## src/rtl/hdmux_pkg.sv

```systemverilog
// Shared types and constants for the registered N:1 mux.
// Holds the select FSM encoding and the sizing helper.
package hdmux_pkg;

    typedef enum logic [1:0] {
        RUN,
        GAP_WAIT,
        LOAD
    } state_t;

    function automatic int clog2(input int v);
        int r;
        r = 0;
        for (int i = 0; i < 32; i++) begin
            if ((1 << r) < v) begin
                r = r + 1;
            end
        end
        return r;
    endfunction

    localparam int CW = clog2(16);

endpackage

```

## src/rtl/hdmux_sel_ctrl.sv

```systemverilog
// Select handshake FSM: break-before-make gap, pending select,
// ready and out-of-range error pulse.
module hdmux_sel_ctrl
    import hdmux_pkg::*;
#(
    parameter int N   = 4,
    parameter int GAP = 1,
    parameter int SW  = clog2(N)
) (
    input  logic          CK,
    input  logic          RST,
    input  logic [SW-1:0] SL_REQ,
    input  logic          SL_VLD,
    output logic          SL_RDY,
    output logic [SW-1:0] SL_CUR,
    output logic          ERR
);

    localparam logic [SW:0]   NV     = (SW + 1)'(N);
    localparam logic [CW-1:0] GAP_M1 = CW'((GAP > 0) ? GAP - 1 : 0);

    state_t        state;
    logic [CW-1:0] cnt;
    logic [SW-1:0] pend;
    logic          bad_req;

    assign bad_req = {1'b0, SL_REQ} >= NV;

    always_ff @(posedge CK) begin
        if (RST) begin
            state  <= RUN;
            cnt    <= '0;
            pend   <= '0;
            SL_CUR <= '0;
            SL_RDY <= 1'b1;
            ERR    <= 1'b0;
        end else begin
            ERR <= 1'b0;
            unique case (state)
                RUN: begin
                    // SL_RDY is high throughout RUN, so SL_VLD alone accepts
                    if (SL_VLD) begin
                        if (bad_req) begin
                            ERR <= 1'b1;
                        end else if (SL_REQ != SL_CUR) begin
                            pend   <= SL_REQ;
                            SL_RDY <= 1'b0;
                            if (GAP > 0) begin
                                cnt   <= GAP_M1;
                                state <= GAP_WAIT;
                            end else begin
                                state <= LOAD;
                            end
                        end
                    end
                end
                GAP_WAIT: begin
                    if (cnt == '0) begin
                        state <= LOAD;
                    end else begin
                        cnt <= cnt - 1'b1;
                    end
                end
                LOAD: begin
                    SL_CUR <= pend;
                    SL_RDY <= 1'b1;
                    state  <= RUN;
                end
                default: begin
                    state  <= RUN;
                    SL_RDY <= 1'b1;
                end
            endcase
        end
    end

endmodule

```

## src/rtl/hdmuxb_n_reg.sv

```systemverilog
// Registered N:1 word mux with optional inversion; select
// changes are gated through hdmux_sel_ctrl.
module hdmuxb_n_reg
    import hdmux_pkg::*;
#(
    parameter int N   = 4,
    parameter int W   = 8,
    parameter bit INV = 1'b1,
    parameter int GAP = 1,
    parameter int SW  = clog2(N)
) (
    input  logic           CK,
    input  logic           RST,
    input  logic [N*W-1:0] A,
    input  logic           EN,
    input  logic [SW-1:0]  SL_REQ,
    input  logic           SL_VLD,
    output logic           SL_RDY,
    output logic [SW-1:0]  SL_CUR,
    output logic [W-1:0]   Z,
    output logic           ZV,
    output logic           ERR
);

    logic [W-1:0] sel_w;
    logic         cap;

    hdmux_sel_ctrl #(
        .N  (N),
        .GAP(GAP),
        .SW (SW)
    ) u_ctrl (
        .CK    (CK),
        .RST   (RST),
        .SL_REQ(SL_REQ),
        .SL_VLD(SL_VLD),
        .SL_RDY(SL_RDY),
        .SL_CUR(SL_CUR),
        .ERR   (ERR)
    );

    always_comb begin
        sel_w = '0;
        for (int i = 0; i < N; i++) begin
            if (SL_CUR == SW'(i)) begin
                sel_w = A[i*W +: W];
            end
        end
    end

    // SL_RDY doubles as "in RUN": capture is frozen during a switch
    assign cap = EN && SL_RDY;

    always_ff @(posedge CK) begin
        if (RST) begin
            Z  <= {W{INV}};
            ZV <= 1'b0;
        end else begin
            ZV <= cap;
            if (cap) begin
                Z <= INV ? ~sel_w : sel_w;
            end
        end
    end

endmodule

```

## config.mk

```make
export PLATFORM = sky130hd
export DESIGN_NAME = hdmuxb_n_reg
export DESIGN_NICKNAME = d
export VERILOG_FILES = /design/src/rtl/hdmux_pkg.sv /design/src/rtl/hdmux_sel_ctrl.sv /design/src/rtl/hdmuxb_n_reg.sv
export SDC_FILE = /design/constraint.sdc
export NUM_CORES = 1
export LEC_CHECK = 0
export ABC_AREA = 0
export CAP_MARGIN = 0
export CORE_MARGIN = 3
export CORE_UTILIZATION = 39
export DETAILED_ROUTE_END_ITERATION = 10
export PLACE_DENSITY = 0.78
export SKIP_CTS_REPAIR_TIMING = 1
export SYNTH_ARGS = -nofsm -noshare
export SYNTH_HDL_FRONTEND = slang
export SYNTH_SLANG_ARGS = --single-unit
export TNS_END_PERCENT = 50
```

## constraint.sdc

```tcl
create_clock -name CK -period 1.9 [get_ports CK]
set_input_delay 0.475 -clock CK [delete_from_list [all_inputs] [get_ports CK]]
set_output_delay 0.475 -clock CK [all_outputs]
set_load 0.01 [all_outputs]
```

-- Word-level counts from Yosys, hierarchy flattened
Index checks and enable logic that the tools add are counted.
- output and inout bits: 13
- logic and storage cells: 44
- bits in registers: 20
- reduce and logical (&&, ||, !) cells: 9
- muxes and demuxes: 15
- eq/ne operators: 10
- add/sub/neg operators: 1
- bitwise gates (word level): 2
- operators by type and width (cell ; count):
    $mux W8 ; 4
    $mux W4 ; 3
    $reduce_and A3 Y1 ; 3
    $not A8 Y8 ; 1
    $pmux W4 S2 ; 1
    $eq A2 B2 Y1 const B ; 3
    $mux W2 ; 3
    $eq A2 B1 Y1 const B ; 2
    $logic_not A2 Y1 ; 2
    $logic_not A4 Y1 ; 1
    $ne A2 B1 Y1 const B ; 2
    $ne A2 B2 Y1 const B ; 2
    $pmux W2 S2 ; 1
    $reduce_and A4 Y1 ; 1
    $sub A4 B1 Y4 const B ; 1
    $mux W1 ; 2
    $ne A2 B2 Y1 ; 1
    $pmux W1 S2 ; 1
    $reduce_bool A2 Y1 ; 1
    $logic_and A1 B1 Y1 ; 1
    $not A1 Y1 ; 1

-- Logic depth before layout (Yosys ltp)
Gate-level depths: netlist of run 1.
- depth in word-level cells: 6
- gate-level depth with buffers: 5
- depth with buffers taken out: 5

-- By module
From an unflattened synthesis of run 1, not the netlist that was laid out.
- cells, all modules: 114
- area, all modules: 1064.8 um^2
- by module, submodules not included (module ; cells each ; area an instance (um^2) ; instances ; sequential area each (um^2)):
    hdmux_sel_ctrl ; 57 ; 536.8 ; 1 ; 220.2
    hdmuxb_n_reg ; 57 ; 528.0 ; 1 ; 180.2

-- Worst setup path after synthesis of run 1
OpenSTA, ideal clock, no wires.
- kind: reg-to-reg
- start: register u_ctrl.state[1]
- end: register u_ctrl.cnt[3]
- stages on the path, launching flop included: 4
- setup time: 80 ps
- buffers on the path: 0
- arrival time: 1446 ps
- period minus slack after synthesis: 1526 ps
- path slack: 374 ps
- cells stage by stage: dfxtp_1 > or4b_1 > or4_1 > a211oi_2
- word-level cells in the longest chain between the ends: 3
- elaborated cells between the ends (all ways): 8
- RTL lines (what ; RTL line ; text):
    start: declaration ; hdmux_sel_ctrl.sv:22 ; state_t state;
    start signal: assignment ; hdmux_sel_ctrl.sv:31 ; state <= RUN;
    start signal: assignment ; hdmux_sel_ctrl.sv:50 ; state <= GAP_WAIT;
    start signal: assignment ; hdmux_sel_ctrl.sv:52 ; state <= LOAD;
    $eq A2 B1 Y1 / $logic_not A2 Y1 (equally long branches) ; hdmux_sel_ctrl.sv:39 ; unique case (state)
    $ne A2 B2 Y1 (no source line), or another cell as far along ; - ;
    $reduce_and A4 Y1 (no source line) ; - ;
    end signal: assignment ; hdmux_sel_ctrl.sv:61 ; cnt <= cnt - 1'b1;
    end: declaration ; hdmux_sel_ctrl.sv:23 ; logic [CW-1:0] cnt;
Parallel ways exist; a longest one is shown, timed or not.
A chain may end at the register's enable or synchronous reset.

-- Worst setup path after layout of run 1
- start: register u_ctrl.SL_CUR[0]
- end: output SL_CUR[0]
- RTL lines (what ; RTL line ; text):
    start: declaration ; hdmux_sel_ctrl.sv:15 ; output logic [SW-1:0] SL_CUR,
    start signal: assignment ; hdmux_sel_ctrl.sv:65 ; SL_CUR <= pend;
    end: declaration ; hdmuxb_n_reg.sv:19 ; output logic [SW-1:0] SL_CUR,
No word-level cell between the ends.

==> impl_summary.txt, run 1 <==
----------------------------------------------------
[Routing]
  Via/cell ratio ... 5.41
  Detailed Route WL ... 2760 µm
  Number of nets still failing antenna checks after routing ... 0
  DRC violation count after routing ... 0
  1st-pass router iterations ... 2
  Detailed router's first-iteration violation count ... 19
  Total number of vias ... 947
  Routed wirelength normalized by instance count ... 15.7 µm

[Floorplan]
  Number of placement rows ... 17
  Initial core utilization ... 0.437
  Top Ports ... 51
  Placeable core region ... 0.00234 mm²
  Die area ... 0.00328 mm²
  Die boundary height ... 57.2 µm
  Die width ... 57.2 µm

[Run status]
  Status ... finished clean

[Worst hold path]
  Worst min-delay path class ... register to register

[Critical path]
  CP bufs+invs ... 1
  Highest net fanout along the worst path ... 4
  Arrival time of the worst setup path ... 1.27 ns
  Worst Setup Start Kind ... register
  Reg2Reg Setup Slack ... 0.25 ns
  Category of the most critical setup path ... register to primary output
  Critical-path top delay cell ... sky130_fd_sc_hd__clkdlybuf4s50_1
  Worst path cell trace ... clkdlybuf4s50_1
  Type of element capturing the critical path ... primary output
  Req. time, crit path ... 1.42 ns
  Largest stage delay on the critical path ... 0.57 ns
  Family with the most delay on the worst path ... buffers and inverters

[Logic synthesis]
  Sequential element share of the synthesized area ... 0.391
  Syn Std Cell Area ... 0.00102 mm²
  Post-Synthesis Net Count ... 134
  Synthesized instance count ... 94
  Number of unique standard cell types used by synthesis ... 29
  Count of flip-flops with a built-in enable after synthesis ... 0
  Mean cell area of the mapped netlist ... 10.9 µm²
  Flip-flop and latch count after synthesis ... 20
  Ys Warns ... 0
  Fraction of synthesis flops using an asynchronous set or reset pin ... 0
  Most used flip-flop cell after synthesis ... sky130_fd_sc_hd__dfxtp_1

[Final layout]
  Fraction of final layout cells sized beyond drive strength 1 ... 0.150
  Area Growth Syn to Fin ... 55.6%
  Share of the core filled with cells ... 0.681
  Layout net count ... 189
  Number of non-filler instances in the completed layout ... 175
  Antenna diodes ... 0

[Pwr]
  Power per Cell Area ... 537 mW/mm²
  Worst VDD drop ... 0.000490 V
  Standby leakage power ... 0.000578 µW

[Clock network]
  CTS tree ... yes
  Clock sink total ... 20
  Clock buffers created by TritonCTS ... 3
  Number of buffers between clock root and the deepest sink ... 2
  Reg clk slew, reported paths ... 0.10 ns
  Cell at the root of the clock tree ... sky130_fd_sc_hd__clkbuf_4
  Clock latency reported for the late side of the worst-skew pair ... 0.29 ns
  Deepest level of the CTS H-tree ... 1

[Placed design]
  Port Buffer Count ... 49
  Global placer's final weighted congestion ... 0.727
  Worst setup slack before clock tree synthesis ... -0.0255 ns
  Half-perimeter wire length of the detailed placement result ... 2310 µm
  Placed Cells ... 172

[Global route]
  Antenna violations before repair ... 0
  Pin count of the biggest net entering global routing ... 15
  First-pass GRT wire length ... 4510 µm
  Vias in the first global route ... 986
  Global route overflow ... 0
  Global-route usage over all layers ... 0.178

[Timing]
  Final slew viol count ... 0
  Slack of the critical path ... 0.152 ns
  Time the worst path needs with I/O delays and setup ... 1.75 ns
  Unrepaired setup endpoints after global routing ... false
  Number of hold violations in the final report ... 0
  Upper clock frequency limit ... 572 MHz
  Setup violations, final ... 0
  Setup Skew ... 0.00107 ns
  Post-route fraction of the period consumed by the critical path ... 0.920

[Flow run]
  Reported max-cap violation count ... 0

----------------------------------------------------
Yosys cell counts (2+ instances only):
master                      n  area share
sky130_fd_sc_hd__ha_1       2       0.024
sky130_fd_sc_hd__or4_1      3       0.022
sky130_fd_sc_hd__nor2_1     4       0.015
sky130_fd_sc_hd__nand2b_1   5       0.031
sky130_fd_sc_hd__a21oi_1    8       0.039
sky130_fd_sc_hd__nor3_1     8       0.039
sky130_fd_sc_hd__nor3b_1    2       0.015
sky130_fd_sc_hd__mux4_2     8        0.18
sky130_fd_sc_hd__o21ai_0    3       0.015
sky130_fd_sc_hd__xnor2_1    2       0.017
sky130_fd_sc_hd__inv_1      4       0.015
sky130_fd_sc_hd__clkbuf_1   4       0.015
sky130_fd_sc_hd__mux2i_1    4       0.039
sky130_fd_sc_hd__nor2b_1    2       0.012
sky130_fd_sc_hd__a211oi_1   2       0.015
sky130_fd_sc_hd__dfxtp_1   20        0.39
tightest hold or removal path: cells and delay by family (launching register included):
kind | cells | cell delay (ns)
flip-flops | 1 | 0.33
multiplexers | 1 | 0.06
AND/OR/NAND/NOR | 1 | 0.07
layout make-up:
type | instances | area [µm²]
Sequential cell | 20 | 400
Multi-Input combinational cell | 63 | 569
Timing Repair Buffer | 57 | 551
Inverter | 4 | 15.0
Fill cell | 202 | 747
Tap cell | 28 | 35.0
Clock buffer | 3 | 22.5
where the power goes:
part           switching, µW  internal [µW]
Clock                    120           73.7
Combinational           68.7            139
Sequential              13.3            441
Total                    202            653
registers in the layout (all words and copies together) (netlist names):
name           flops
Z                  8
ZV                 1
u_ctrl.SL_CUR      2
u_ctrl.SL_RDY      1
u_ctrl.cnt         4
u_ctrl.pend        2
u_ctrl.state       2
per-stage QoR:
stage / total power (µW) / area [µm²] / TNS [ns] / hold slack, ns
after floorplan: 539 / 1020 / 0 / 0.448
after global placement: 666 / 1570 / 0 / 0.466
after detailed placement: 672 / 1570 / -0.0493 / 0.472
after CTS: 863 / 1590 / 0 / 0.494
after global routing: 897 / 1590 / 0 / 0.522
final: 855 / 1590 / 0 / 0.492
layer usage:
layer	up-vias	GRT usage	part of all wire
met5	-	0	0
met4	0	0.0894	0.029
met3	8	0.0452	0.028
met2	22	0.308	0.53
met1	465	0.203	0.41
li1	452	-	-
cells in the final DEF (no fill, tap or decap), drive strengths merged, types with 2 or more instances in the layout:
| cell type | n |
|---|---|
| nor2 | 4 |
| or4 | 3 |
| clkbuf | 3 |
| nor2b | 2 |
| a211oi | 3 |
| clkdlybuf4s50 | 49 |
| nor3 | 8 |
| mux4 | 8 |
| nand2b | 5 |
| mux2i | 4 |
| a21oi | 8 |
| xnor2 | 2 |
| dfxtp | 20 |
| o21ai | 3 |
| nor3b | 2 |
| inv | 4 |
| buf | 8 |
| ha | 2 |
kinds of logic (layout without fill, tap and decap cells):
| family | after synthesis | count (layout) | synth area share |
|---|---|---|---|
| buffers and inverters | 11 | 64 | 0.0526 |
| muxes | 12 | 12 | 0.215 |
| xor gates and xnor gates | 2 | 2 | 0.0171 |
| and+or+nand+nor | 28 | 28 | 0.163 |
| AOI/OAI and AO/OA | 18 | 18 | 0.133 |
| DFF | 20 | 20 | 0.391 |
| other | 1 | 1 | 0.00366 |
| adders and majority gates | 2 | 2 | 0.0244 |
worst paths after layout:
| path | start | end | depth (start not counted) |
|---|---|---|---|
| worst max register to register | u_ctrl.state[0] | u_ctrl.cnt[3] | 3 |
| worst min-delay path | u_ctrl.pend[1] | u_ctrl.pend[1] | 2 |
| worst max-delay path | u_ctrl.SL_CUR[0] | SL_CUR[0] | 1 |
| worst min register to register | u_ctrl.pend[1] | u_ctrl.pend[1] | 2 |
(Power assumes the default switching activity.)
==> run 2: changes to the inputs <==
CORE_UTILIZATION = 42   (was 39)
PLACE_DENSITY = 0.83   (was 0.78)
clock period = 2.03 ns   (was 1.9 ns; I/O delays follow)
==> run 2 against run 1 <==
Compared with the run above:
- via count decreased by 1.7%
- register-to-register slack better by 0.13 ns
- clock power rose by 20%
- final area up 0.39%
- wire length is 0.58% higher
- critical path depth did not move
- first-iteration DRC count decreased by 16%
- clock skew rose by 0.0015 ns
- critical path type unchanged
- largest power group unchanged
- highest routed layer unchanged
==> impl_summary.txt, run 2 (synthesized netlist as in run 1, its figures left out) <==
----------------------------------------------------
[Run status]
  Status ... finished clean

[Clock network]
  Clock latency reported for the late side of the worst-skew pair ... 0.30 ns (about the same)
  Clock sink total ... 20 (unchanged)
  Clock buffers created by TritonCTS ... 3 (unchanged)
  Number of buffers between clock root and the deepest sink ... 2 (unchanged)
  Deepest level of the CTS H-tree ... 1 (unchanged)
  Reg clk slew, reported paths ... 0.11 ns (about the same)
  Cell at the root of the clock tree ... sky130_fd_sc_hd__clkbuf_4
  CTS tree ... yes

[Final layout]
  Number of non-filler instances in the completed layout ... 175 (unchanged)
  Most frequent standard cell in the layout excluding fill and tap cells ... sky130_fd_sc_hd__clkdlybuf4s50_1
  Top Registers ... Z x8, u_ctrl.cnt x4
  Area Growth Syn to Fin ... 56.2%
  Antenna diodes ... 0 (unchanged)
  Largest register FFs ... 8 (unchanged)
  Fraction of final layout cells sized beyond drive strength 1 ... 0.150 (unchanged)
  Commonest cells after routing, fill and taps aside ... sky130_fd_sc_hd__clkdlybuf4s50_1 (49), sky130_fd_sc_hd__dfxtp_1 (20), sky130_fd_sc_hd__mux4_2 (8), sky130_fd_sc_hd__nor3_1 (8), sky130_fd_sc_hd__a21oi_1 (8)
  Layout net count ... 188 (-0.53%)
  Final instance area ... 0.00160 mm² (+0.39%)
  Top reg by flops ... Z

[Critical path]
  Highest net fanout along the worst path ... 6 (+2)
  Reg-to-Reg Start ... u_ctrl.state[1]
  Req. time, crit path ... 1.52 ns (+0.10 ns)
  Largest stage delay on the critical path ... 0.60 ns (+0.03 ns)
  Arrival time of the worst setup path ... 1.40 ns (+0.13 ns)
  Worst R2R Path Depth ... 3 (unchanged)
  Worst Setup Start Kind ... register
  Critical-path top delay cell ... sky130_fd_sc_hd__clkdlybuf4s50_1
  Type of element capturing the critical path ... primary output
  Family with the most delay on the worst path ... buffers and inverters
  Worst path cell trace ... clkdlybuf4s50_1
  Category of the most critical setup path ... register to primary output
  Worst path depth ... 1 (unchanged)
  CP bufs+invs ... 1 (unchanged)
  Reg2Reg Setup Slack ... 0.38 ns (+0.13 ns)
  RR Endpoint ... u_ctrl.cnt[3]

[Routing]
  Routed wirelength normalized by instance count ... 15.8 µm (+0.58%)
  Total number of vias ... 931 (-1.7%)
  Number of nets still failing antenna checks after routing ... 0 (unchanged)
  1st-pass router iterations ... 4 (+2)
  Via/cell ratio ... 5.32 (-1.7%)
  Detailed Route WL ... 2770 µm (+0.58%)
  Detailed router's first-iteration violation count ... 16 (-3)
  DRC violation count after routing ... 0 (unchanged)

[Timing]
  Setup Skew ... 0.00254 ns (+0.00148 ns)
  Slack of the critical path ... 0.122 ns (-0.0304 ns)
  Unrepaired setup endpoints after global routing ... false
  Post-route fraction of the period consumed by the critical path ... 0.940
  Upper clock frequency limit ... 524 MHz
  Final slew viol count ... 0 (unchanged)
  Time the worst path needs with I/O delays and setup ... 1.91 ns
  Setup violations, final ... 0 (unchanged)
  Setup TNS ... 0 ns (unchanged)
  Number of hold violations in the final report ... 0 (unchanged)

[Placed design]
  Total placed instance area ... 0.00156 mm² (-0.48%)
  Half-perimeter wire length of the detailed placement result ... 2220 µm (-3.9%)
  Worst setup slack before clock tree synthesis ... 0.0851 ns (+0.111 ns)
  Placed Cells ... 171 (-0.58%)
  Port Buffer Count ... 49 (unchanged)
  Global placer's final weighted congestion ... 0.759 (+4.4%)

[Pwr]
  Worst VDD drop ... 0.000349 V (-29%)
  Standby leakage power ... 0.000580 µW (+0.32%)
  Power per Cell Area ... 532 mW/mm² (-0.85%)

[Global route]
  Antenna violations before repair ... 0 (unchanged)
  Global route overflow ... 0 (unchanged)
  Gr busiest metal ... met2
  Global-route usage over all layers ... 0.197 (+0.0184)
  First-pass GRT wire length ... 4840 µm (+7.2%)
  Met3 Usage GRT ... 0.0304 (-0.0149)
  Pin count of the biggest net entering global routing ... 14 (-1)
  Vias in the first global route ... 993 (+0.71%)
  Met2 Usage GRT ... 0.353 (+0.0447)
  Global routing met1 resource utilization ... 0.230 (+0.0267)

[Floorplan]
  Top Ports ... 51 (unchanged)
  Die boundary height ... 55.4 µm (-3.3%)
  Initial core utilization ... 0.454 (+0.0165)
  Number of placement rows ... 17 (unchanged)
  Die width ... 55.4 µm (-3.3%)
  Die area ... 0.00307 mm² (-6.4%)
  Placeable core region ... 0.00225 mm² (-3.6%)

[Worst hold path]
  Worst min-delay path class ... register to register
  Min-Delay Startpoint ... u_ctrl.pend[1]
  Worst-case hold path end point ... u_ctrl.pend[1]
  Hold path cells ... 2 (unchanged)

[Flow run]
  Reported max-cap violation count ... 0 (unchanged)

----------------------------------------------------
run 2: changes by cell type in the layout (fill, tap and decap cells not counted), sizes merged:
cell,delta
buf,-1
clkbuf,+1
run 2: through the flow:
step / hold slack, ns / total power, µW / util
after global routing: 0.511 / 885 / 0.709
final: 0.484 / 851 / 0.709
after detailed placement: 0.471 / 629 / 0.693
after floorplan: 0.448 / 504 / -
after CTS: 0.490 / 859 / 0.709
after global placement: 0.461 / 621 / 0.693
run 2: worst max path at each step:
stage / start / endpoint
after floorplan: u_ctrl.state[1] / u_ctrl.cnt[3]
after global placement: SL_REQ[0] / u_ctrl.pend[1]
after detailed placement: SL_REQ[0] / u_ctrl.pend[0]
after CTS: u_ctrl.SL_CUR[0] / SL_CUR[0]
after global routing: u_ctrl.SL_CUR[0] / SL_CUR[0]
final: u_ctrl.SL_CUR[0] / SL_CUR[0]
run 2: final cells by class:
| class | count | area [µm²] |
|---|---|---|
| inverters | 4 | 15.0 |
| repair buffers | 56 | 543 |
| fillers | 198 | 656 |
| well taps | 28 | 35.0 |
| multi-input cells | 63 | 569 |
| flip-flops and latches | 20 | 400 |
| clock buffers | 4 | 36.3 |
run 2: metal layers:
| layer | vias to the layer above | wire (µm) |
|---|---|---|
| li1 | 454 | - |
| met1 | 447 | 1110 |
| met2 | 24 | 1500 |
| met3 | 6 | 100 |
| met4 | 0 | 59 |
| met5 | - | 0 |
run 2: worst register-to-register path, delay by kind of cell, from the launching register on:
family / cells / cell delay (ns)
compound gates: 1 / 0.22
flops: 1 / 0.38
simple gates: 2 / 0.98
run 2: report_power, final:
part	internal (µW)	leakage, µW	switching [µW]
combinational	129	0.000395	64.2
sequential	413	0.000164	13.4
clock	109	0.0000210	122
total	651	0.000580	200
==> run 3: changes to the inputs <==
ABC_AREA = unset   (was 0)
PLACE_DENSITY = 0.85   (was 0.83)
==> run 3 against run 2 <==
Compared with the run above:
- clock power fell by 22%
- maximum frequency grew 7.0%
- final cell count fell by 0.57%
- power fell by 6.1%
- critical path type unchanged
- largest cell class unchanged
==> impl_summary.txt, run 3 (synthesized netlist as in run 1, its figures left out) <==
----------------------------------------------------
[Final layout]
  Antenna diodes ... 0 (unchanged)
  Area Growth Syn to Fin ... 54.9%
  Filler cells ... 181 (-8.6%)
  Fraction of final layout cells sized beyond drive strength 1 ... 0.144 (-0.00582)
  Area of the multi-input gates ... 569 µm² (unchanged)
  Most frequent standard cell in the layout excluding fill and tap cells ... sky130_fd_sc_hd__clkdlybuf4s50_1
  Commonest cells after routing, fill and taps aside ... sky130_fd_sc_hd__clkdlybuf4s50_1 (49), sky130_fd_sc_hd__dfxtp_1 (20), sky130_fd_sc_hd__mux4_2 (8), sky130_fd_sc_hd__nor3_1 (8), sky130_fd_sc_hd__a21oi_1 (8)
  Top reg by flops ... Z
  Layout net count ... 188 (unchanged)
  Final instance area ... 0.00159 mm² (-0.86%)
  Largest register FFs ... 8 (unchanged)
  Total area of sequential cells ... 400 µm² (unchanged)
  Top Registers ... Z x8, u_ctrl.cnt x4
  Number of non-filler instances in the completed layout ... 174 (-0.57%)

[Placed design]
  Port Buffer Count ... 49 (unchanged)
  Total placed instance area ... 0.00156 mm² (unchanged)
  Placed Cells ... 171 (unchanged)
  Global placer's final weighted congestion ... 0.789 (+3.9%)
  Half-perimeter wire length of the detailed placement result ... 2310 µm (+3.8%)

[Routing]
  Number of nets still failing antenna checks after routing ... 0 (unchanged)
  1st-pass router iterations ... 4 (unchanged)
  Total number of vias ... 917 (-1.5%)
  Detailed Route WL ... 2790 µm (+0.65%)
  Via/cell ratio ... 5.27 (-0.94%)
  Routed wirelength normalized by instance count ... 16.0 µm (+1.2%)
  DRC violation count after routing ... 0 (unchanged)
  Detailed router's first-iteration violation count ... 13 (-3)

[Timing]
  Upper clock frequency limit ... 561 MHz (+7.0%)
  Unrepaired setup endpoints after global routing ... false
  Setup Skew ... 0.000557 ns (-0.00198 ns)
  Setup violations, final ... 0 (unchanged)
  Time the worst path needs with I/O delays and setup ... 1.78 ns (-0.125 ns)
  Post-route fraction of the period consumed by the critical path ... 0.879 (-0.0615)
  Setup TNS ... 0 ns (unchanged)
  Number of hold violations in the final report ... 0 (unchanged)
  Tightest hold margin ... 0.505 ns (+0.0210 ns)
  Final slew viol count ... 0 (unchanged)

[Floorplan]
  Initial core utilization ... 0.454 (unchanged)
  Die boundary height ... 55.4 µm (unchanged)
  Placeable core region ... 0.00225 mm² (unchanged)
  Die area ... 0.00307 mm² (unchanged)
  Die width ... 55.4 µm (unchanged)
  Top Ports ... 51 (unchanged)
  Number of placement rows ... 17 (unchanged)

[Pwr]
  Standby leakage power ... 0.000573 µW (-1.2%)
  Final Total Pwr ... 799 µW (-6.1%)
  Power per Cell Area ... 504 mW/mm² (-5.3%)
  Worst VDD drop ... 0.000434 V (+24%)

[Run status]
  Status ... finished clean

[Critical path]
  Arrival time of the worst setup path ... 1.28 ns (-0.12 ns)
  Category of the most critical setup path ... register to primary output
  RR Endpoint ... u_ctrl.cnt[3]
  Reg2Reg Setup Slack ... 0.41 ns (+0.03 ns)
  CP bufs+invs ... 1 (unchanged)
  Worst path cell trace ... clkdlybuf4s50_1
  Largest stage delay on the critical path ... 0.57 ns (-0.03 ns)
  Start point of the critical path ... u_ctrl.SL_CUR[0]
  Worst Setup Start Kind ... register
  Critical-path top delay cell ... sky130_fd_sc_hd__clkdlybuf4s50_1
  Family with the most delay on the worst path ... buffers and inverters
  Type of element capturing the critical path ... primary output
  Highest net fanout along the worst path ... 4 (-2)
  Reg-to-Reg Start ... u_ctrl.state[1]
  Worst R2R Path Depth ... 3 (unchanged)
  Worst path depth ... 1 (unchanged)
  Req. time, crit path ... 1.52 ns (about the same)

[Clock network]
  Clock latency reported for the late side of the worst-skew pair ... 0.29 ns (about the same)
  CTS tree ... yes
  Clock sink total ... 20 (unchanged)
  Reg clk slew, reported paths ... 0.10 ns (about the same)
  Number of buffers between clock root and the deepest sink ... 2 (unchanged)
  Cell at the root of the clock tree ... sky130_fd_sc_hd__clkbuf_4
  Deepest level of the CTS H-tree ... 1 (unchanged)
  Clock buffers created by TritonCTS ... 3 (unchanged)

[Worst hold path]
  Worst min-delay path class ... register to register
  Min-Delay Startpoint ... u_ctrl.pend[1]
  Hold path cells ... 2 (unchanged)
  Worst-case hold path end point ... u_ctrl.pend[1]

[Global route]
  Pin count of the biggest net entering global routing ... 15 (+1)
  Global route overflow ... 0 (unchanged)
  Vias in the first global route ... 973 (-2.0%)
  First-pass GRT wire length ... 4550 µm (-5.8%)
  Global-route usage over all layers ... 0.188 (-0.00870)
  Antenna violations before repair ... 0 (unchanged)

[Flow run]
  Reported max-cap violation count ... 0 (unchanged)

----------------------------------------------------
==> run 3: changes by cell type in the layout (fill, tap and decap cells not counted), sizes merged <==
cell / change
clkbuf: -1
==> run 3: final cells by class <==
cell class / count / area share
Sequential cell: 20 / 0.253
Clock buffer: 3 / 0.0142
Multi-Input combinational cell: 63 / 0.359
Tap cell: 28 / 0.0221
Inverter: 4 / 0.00947
Timing Repair Buffer: 56 / 0.343
==> run 3: worst max-delay path by stage <==
| stage | end | slack (ns) |
|---|---|---|
| finish | SL_CUR[0] | 0.25 |
| global route | SL_CUR[0] | 0.19 |
| CTS | SL_CUR[0] | 0.22 |
| detailed placement | u_ctrl.cnt[1] | 0.02 |
| global placement | u_ctrl.cnt[1] | 0.06 |
| floorplan | u_ctrl.cnt[3] | 0.50 |
==> run 3: through the flow <==
stage	utilization	worst slack (ns)
after floorplan	-	0.504
final	0.703	0.246
after global routing	0.703	0.189
after detailed placement	0.693	0.0170
after CTS	0.703	0.225
after global placement	0.693	0.0625
==> run 3: power breakdown <==
group | switching, µW | leakage [µW] | internal, µW | total (µW)
Combinational | 64.2 | 0.000395 | 129 | 193
Sequential | 13.2 | 0.000164 | 413 | 426
Clock | 111 | 0.0000138 | 69.1 | 180
==> run 3: layer usage <==
metal / global-route usage / routed length (µm)
met4: 0.0799 / 91
met1: 0.183 / 1020
met5: 0 / 0
met2: 0.370 / 1610
met3: 0.0421 / 77
